### src/rtl/secuenciador_notas.sv
// Melody sequencer: walks a duration ROM, gating a tone generator note by note with a silent gap after each.
// Latency: outputs are registered; each note costs dur*TICKS_POR_UNIDAD + GAP_TICKS + 1 cycles (load + tone + gap).
// Backpressure: none; pausar freezes counters and state in NOTA/PAUSA, detener aborts to idle on the next edge.
module secuenciador_notas #(
    parameter int NUM_NOTAS        = 32,
    parameter int ANCHO_DIR        = 5,
    parameter int TICKS_POR_UNIDAD = 1500000,
    parameter int GAP_TICKS        = 120000
) (
    input  logic                 clk,
    input  logic                 rst,
    input  logic                 iniciar,
    input  logic                 detener,
    input  logic                 pausar,
    input  logic                 repetir,
    input  logic [3:0]           duracion_nota,
    output logic [ANCHO_DIR-1:0] direccion_nota,
    output logic                 nota_activa,
    output logic                 reproduciendo,
    output logic                 fin
);

    // One prescaler serves both the tone units and the gap, so it is sized for the larger of the two.
    localparam int MAX_CUENTA = (TICKS_POR_UNIDAD > GAP_TICKS) ? TICKS_POR_UNIDAD : GAP_TICKS;
    localparam int ANCHO_PRE  = (MAX_CUENTA > 1) ? $clog2(MAX_CUENTA) : 1;

    localparam logic [ANCHO_PRE-1:0] FIN_UNIDAD = ANCHO_PRE'(TICKS_POR_UNIDAD - 1);
    localparam logic [ANCHO_PRE-1:0] FIN_GAP    = ANCHO_PRE'(GAP_TICKS - 1);
    localparam logic [ANCHO_PRE-1:0] UNO_PRE    = ANCHO_PRE'(1);
    localparam logic [ANCHO_DIR-1:0] ULTIMA     = ANCHO_DIR'(NUM_NOTAS - 1);
    localparam logic [ANCHO_DIR-1:0] UNO_DIR    = ANCHO_DIR'(1);

    typedef enum logic [2:0] {
        REPOSO = 3'd0,
        CARGA  = 3'd1,
        NOTA   = 3'd2,
        PAUSA  = 3'd3,
        FIN    = 3'd4
    } estado_t;

    estado_t                estado;
    estado_t                estado_sig;
    logic [ANCHO_PRE-1:0]   presc;
    logic [ANCHO_PRE-1:0]   presc_sig;
    logic [3:0]             unidades;
    logic [3:0]             unidades_sig;
    logic [ANCHO_DIR-1:0]   dir_sig;
    logic                   activa_sig;
    logic                   reproduciendo_sig;
    logic                   fin_sig;
    logic                   congelado;

    // Pause only bites while timing a note or a gap; load and end states run through regardless.
    assign congelado = pausar && ((estado == NOTA) || (estado == PAUSA));

    // State, counters and registered outputs; reset silences the speaker without waiting for an edge.
    always_ff @(posedge clk or posedge rst) begin
        if (rst) begin
            estado         <= REPOSO;
            presc          <= '0;
            unidades       <= '0;
            direccion_nota <= '0;
            nota_activa    <= 1'b0;
            reproduciendo  <= 1'b0;
            fin            <= 1'b0;
        end else begin
            estado         <= estado_sig;
            presc          <= presc_sig;
            unidades       <= unidades_sig;
            direccion_nota <= dir_sig;
            nota_activa    <= activa_sig;
            reproduciendo  <= reproduciendo_sig;
            fin            <= fin_sig;
        end
    end

    // Next state, counter updates and next output values.
    always_comb begin
        estado_sig   = estado;
        presc_sig    = presc;
        unidades_sig = unidades;
        dir_sig      = direccion_nota;

        if (detener) begin
            // Abort beats everything, including a simultaneous start request.
            estado_sig   = REPOSO;
            presc_sig    = '0;
            unidades_sig = '0;
            dir_sig      = '0;
        end else if (!congelado) begin
            case (estado)
                REPOSO: begin
                    if (iniciar) begin
                        dir_sig    = '0;
                        estado_sig = CARGA;
                    end
                end

                // The ROM has had a full cycle to settle on the new address; a zero duration ends the melody.
                CARGA: begin
                    if (duracion_nota == 4'd0) begin
                        estado_sig = FIN;
                    end else begin
                        estado_sig   = NOTA;
                        unidades_sig = duracion_nota;
                        presc_sig    = '0;
                    end
                end

                NOTA: begin
                    if (presc == FIN_UNIDAD) begin
                        presc_sig = '0;
                        if (unidades <= 4'd1) begin
                            unidades_sig = '0;
                            estado_sig   = PAUSA;
                        end else begin
                            unidades_sig = unidades - 4'd1;
                        end
                    end else begin
                        presc_sig = presc + UNO_PRE;
                    end
                end

                // Gap after the note; the last slot goes to FIN so the address never wraps.
                PAUSA: begin
                    if (presc == FIN_GAP) begin
                        presc_sig = '0;
                        if (direccion_nota == ULTIMA) begin
                            estado_sig = FIN;
                        end else begin
                            dir_sig    = direccion_nota + UNO_DIR;
                            estado_sig = CARGA;
                        end
                    end else begin
                        presc_sig = presc + UNO_PRE;
                    end
                end

                FIN: begin
                    dir_sig    = '0;
                    estado_sig = repetir ? CARGA : REPOSO;
                end

                default: begin
                    estado_sig   = REPOSO;
                    presc_sig    = '0;
                    unidades_sig = '0;
                    dir_sig      = '0;
                end
            endcase
        end

        // A frozen note stays in NOTA but must be silent for that cycle.
        activa_sig        = (estado_sig == NOTA) && !congelado;
        reproduciendo_sig = (estado_sig != REPOSO);
        fin_sig           = (estado_sig == FIN);
    end

endmodule

### config.mk
export PLATFORM = sky130hd
export DESIGN_NAME = secuenciador_notas
export DESIGN_NICKNAME = d
export VERILOG_FILES = /design/src/rtl/secuenciador_notas.sv
export SDC_FILE = /design/constraint.sdc
export NUM_CORES = 1
export LEC_CHECK = 0
export ABC_CLOCK_PERIOD_IN_PS = 2460
export CAP_MARGIN = 20
export CORE_MARGIN = 2
export CORE_UTILIZATION = 59
export CTS_BUF_LIST = sky130_fd_sc_hd__clkbuf_16
export DETAILED_ROUTE_END_ITERATION = 7
export GPL_TIMING_DRIVEN = 1
export PLACE_DENSITY = 0.92
export SYNTH_ARGS = -nofsm -noshare
export SYNTH_HDL_FRONTEND = slang
export SYNTH_SLANG_ARGS = --single-unit
### constraint.sdc
create_clock -name clk -period 2.46 [get_ports clk]
set_input_delay 0.246 -clock clk [delete_from_list [all_inputs] [get_ports clk]]
set_output_delay 0.246 -clock clk [all_outputs]
set_load 0.05 [all_outputs]
==> metrics.md <==
| Metric | Value |
|---|---|
| Status | `completed` |
| GRT met2 Usage | `roughly 43%` |
| Worst R2R Path Depth | `6` |
| Worst R2R Setup Slack | `between 0.15 and 0.2 ns` |
| CTS clk-pin slew, worst paths | `0.06 ns` |
| Ys flop type | `dfrtp_1` |
| Synthesis warning total | `0` |
| Power per cell area | `about 520 mW/mm²` |
| Die ar. | `~0.0046 mm²` |
| Clock Tree Root | `clkbuf_16` |
| Largest net degree at the start of global routing | `37` |
| Pre-CTS setup slack | `between 0.15 and 0.2 ns` |
| Worst r2r dst | `presc[18]$_DFFE_PP0P_` |
| Unrepaired setup endpoints after global routing | `false` |
| M1 GR Usage | `33.7%` |
| Fin area | `around 0.0028 mm²` |
| Clock buffer depth | `2` |
| Layout cell share with drive strength beyond 1 | `between 10% and 20%` |
| Async SR Flop Fraction | `100%` |
| Fmax | `roughly 440 MHz` |
| Cells after Synth | `273` |
| Gr usage total | `26.7%` |
| Worst Max-Slew Pin Slew | `0.805 ns` |
| Worst Slack Setup Final | `0.162 ns` |
| Hold Path Class | `input port to asynchronous set/reset pin` |
| WP data arrival | `around 2.4 ns` |
| Drt pass-1 iters | `5` |
| Global-route wire length before repair | `around 9.3 mm` |
| Final Wtd Congestion | `about 0.94` |
| Slew Viols, Final | `0` |
| Worst EP required | `roughly 2.6 ns` |
| Antenna viol nets, final | `0` |
| Routed WL | `5.72 mm` |
| Syn avg cell area | `between 8 and 9 µm²` |
| Placed wire-length estimate | `slightly below 4 mm` |
| Final Critical Period | `about 2.3 ns` |
| Die X | `between 60 and 70 µm` |
| RR Startpoint | `presc[0]$_DFFE_PP0P_` |
| Clock skew | `between 0.006 and 0.007 ns` |
| Die Height | `~68 µm` |
| CORE AREA | `a little under 0.004 mm²` |
| Final hold vios | `0` |
| Relative slew margins | `a little under half` |
| Final setup TNS | `0 ns` |
| Yosys cell types | `64` |
| Synth Net Count | `about 290` |
| Setup crit end kind | `flop` |
| Finished Core Util | `70.5%` |
| Area post-placement | `around 0.0027 mm²` |
| Synthesized area | `~0.0024 mm²` |
| Setup Buffers After CTS | `0` |
| Setup violations, final | `0` |
| Inst Count DP | `between 300 and 400` |
| GR Util met3 | `about 6.6%` |
| Skew-Pair Late Insertion Delay | `around 0.28 ns` |
| Number of synthesized register bits | `36` |
| Drc violations | `0` |
| Max FO, Critical Path | `13` |
| Initial Util | `roughly three fifths` |
| Period utilisation layout | `a little over 90%` |
| CTS Hold Bufs | `0` |
| Synth area leader | `dfrtp_1` |
| CTS tree | `built` |
| Final global-route overflow total | `0` |
| Seq/Total Area, Yosys | `37.3%` |
| I/O pin count | `18` |
| Sinks on Clock Net | `36` |
| Post-layout nets | `309` |
| Maximum vdd drop | `roughly 0.00035 V` |
| Initial antenna violation count | `0` |
| LEAKAGE | `1.08 nW` |
| Vias in the first global route | `roughly 2000` |
| Cts bufs inserted | `5` |
| Critical Setup Path Class | `flop to flop` |
| Cell Rows | `23` |
| Routed vias/inst | `around 6.6` |
| Max-cap check violation count | `0` |
| PostCTS Resize Cnt | `0` |
| Area Growth Syn to Fin | `15.8%` |
| Yosys top cell area share | `a little under two fifths` |
| # H-tree levels | `2` |
| IO buf count | `17` |
| CP Launch Type | `flop` |
| Most Crowded Layer GR | `met2` |
| Initial drt markers | `just under 300` |
| Count of flip-flops with a built-in enable after synthesis | `0` |
| Vias | `around 2300` |
| DR WL/cell | `16.6 µm` |
| Final Non-Filler Cells | `approximately 350` |
| Synth top area cells | `dfrtp_1 (37%), xnor2_1 (5.1%), nor3_1 (3.9%)` |
| Ant. Diodes | `0` |
==> synth_stat cells, types with 3 or more instances <==
master	n
nand4_1	6
or3_1	3
nor2_1	22
a31oi_1	6
buf_2	4
a21oi_1	9
and4bb_2	4
xnor2_1	14
ha_1	5
clkbuf_1	5
buf_4	3
nand3_1	14
nand2b_1	3
inv_1	15
dfrtp_1	36
nand3b_1	3
nand2_1	21
o21ai_0	12
nor3_1	19
nor4b_1	3
and4_1	6
nor4_1	8
==> worst max-delay path by stage <==
stage	endpoint	slack (ns)	startpoint	depth (start not counted)
2_1_floorplan	direccion_nota[2]$_DFFE_PP0P_	0.18	direccion_nota[0]$_DFFE_PP0P_	8
5_1_grt	presc[13]$_DFFE_PP0P_	0.04	presc[13]$_DFFE_PP0P_	5
3_3_place_gp	direccion_nota[2]$_DFFE_PP0P_	0.24	direccion_nota[0]$_DFFE_PP0P_	8
4_1_cts	direccion_nota[2]$_DFFE_PP0P_	0.13	direccion_nota[0]$_DFFE_PP0P_	8
6_report	presc[18]$_DFFE_PP0P_	0.16	presc[0]$_DFFE_PP0P_	6
3_5_place_dp	direccion_nota[2]$_DFFE_PP0P_	0.15	direccion_nota[0]$_DFFE_PP0P_	8
==> area by class of cell <==
type / instances / area, µm²
well taps: 50 / 62.6
multi-input cells: 205 / 1370
flip-flops and latches: 36 / 901
clock buffers: 5 / 125
inverters: 16 / 60.1
repair buffers: 30 / 268
clock inverters: 3 / 18.8
fillers: 297 / 1170
==> power by group <==
| part | leakage, nW | internal, W | switching (W) | total, W |
|---|---|---|---|---|
| combinational | 0.503 | 0.0000863 | 0.000148 | 0.000234 |
| clock | 0.0736 | 0.000373 | 0.000241 | 0.000614 |
| sequential | 0.499 | 0.000606 | 0.0000124 | 0.000619 |
==> cells in the final DEF, fill, tap and decap left out, drive strengths merged, types with 2 or more instances in the layout <==
master / instances
and4bb: 5
clkdlybuf4s50: 17
o22ai: 2
buf: 13
o311ai: 2
o41ai: 2
a21oi: 10
a31oi: 6
o31a: 2
o211a: 2
dfrtp: 36
o32ai: 2
nand3: 14
and3: 2
nor2: 23
nor3b: 2
nor3: 19
ha: 5
and2: 2
nor4b: 4
or3: 4
and4: 6
clkbuf: 5
nand2: 21
or4: 3
xnor2: 14
nor4: 8
o21ai: 12
clkinv: 3
nand3b: 3
inv: 16
nand2b: 3
nand4: 7
o31ai: 2
a21o: 2
==> stage by stage <==
stage	power (W)	hold slack [ns]
CTS	0.00147	0.397
floorplan	0.000782	0.389
global placement	0.000851	0.514
detailed placement	0.000858	0.529
finish	0.00147	0.362
global route	0.00153	0.440
==> sequential cells by signal (all words and copies together), names as in the netlist <==
name,count
presc,21
estado,3
unidades,4
reproduciendo,1
nota_activa,1
fin,1
direccion_nota,5
==> routing by layer <==
metal  vias to the layer above  share of wire [%]
met4                         0                2.9
met5                         -                  0
met2                       128                 48
met1                      1079                 43
li1                       1064                  -
met3                        22                6.4
==> critical path: stages, from the launching register on <==
cell and delay (ns):
dfrtp_1 0.40, ha_1 0.25, nand4_1 0.14, or4_1 0.41, o22a_1 0.28, a21oi_2 0.56, nor2_1 0.11
==> kinds of logic after synthesis <==
kind of cell / share of synthesized area (%)
AO/OA/AOI/OAI: 15.7
XOR/XNOR: 5.07
adder cells (fa/ha/maj): 2.59
buffers and inverters: 6.47
flip-flops: 37.3
AND/OR/NAND/NOR: 32.9
(Power assumes the default switching activity.)
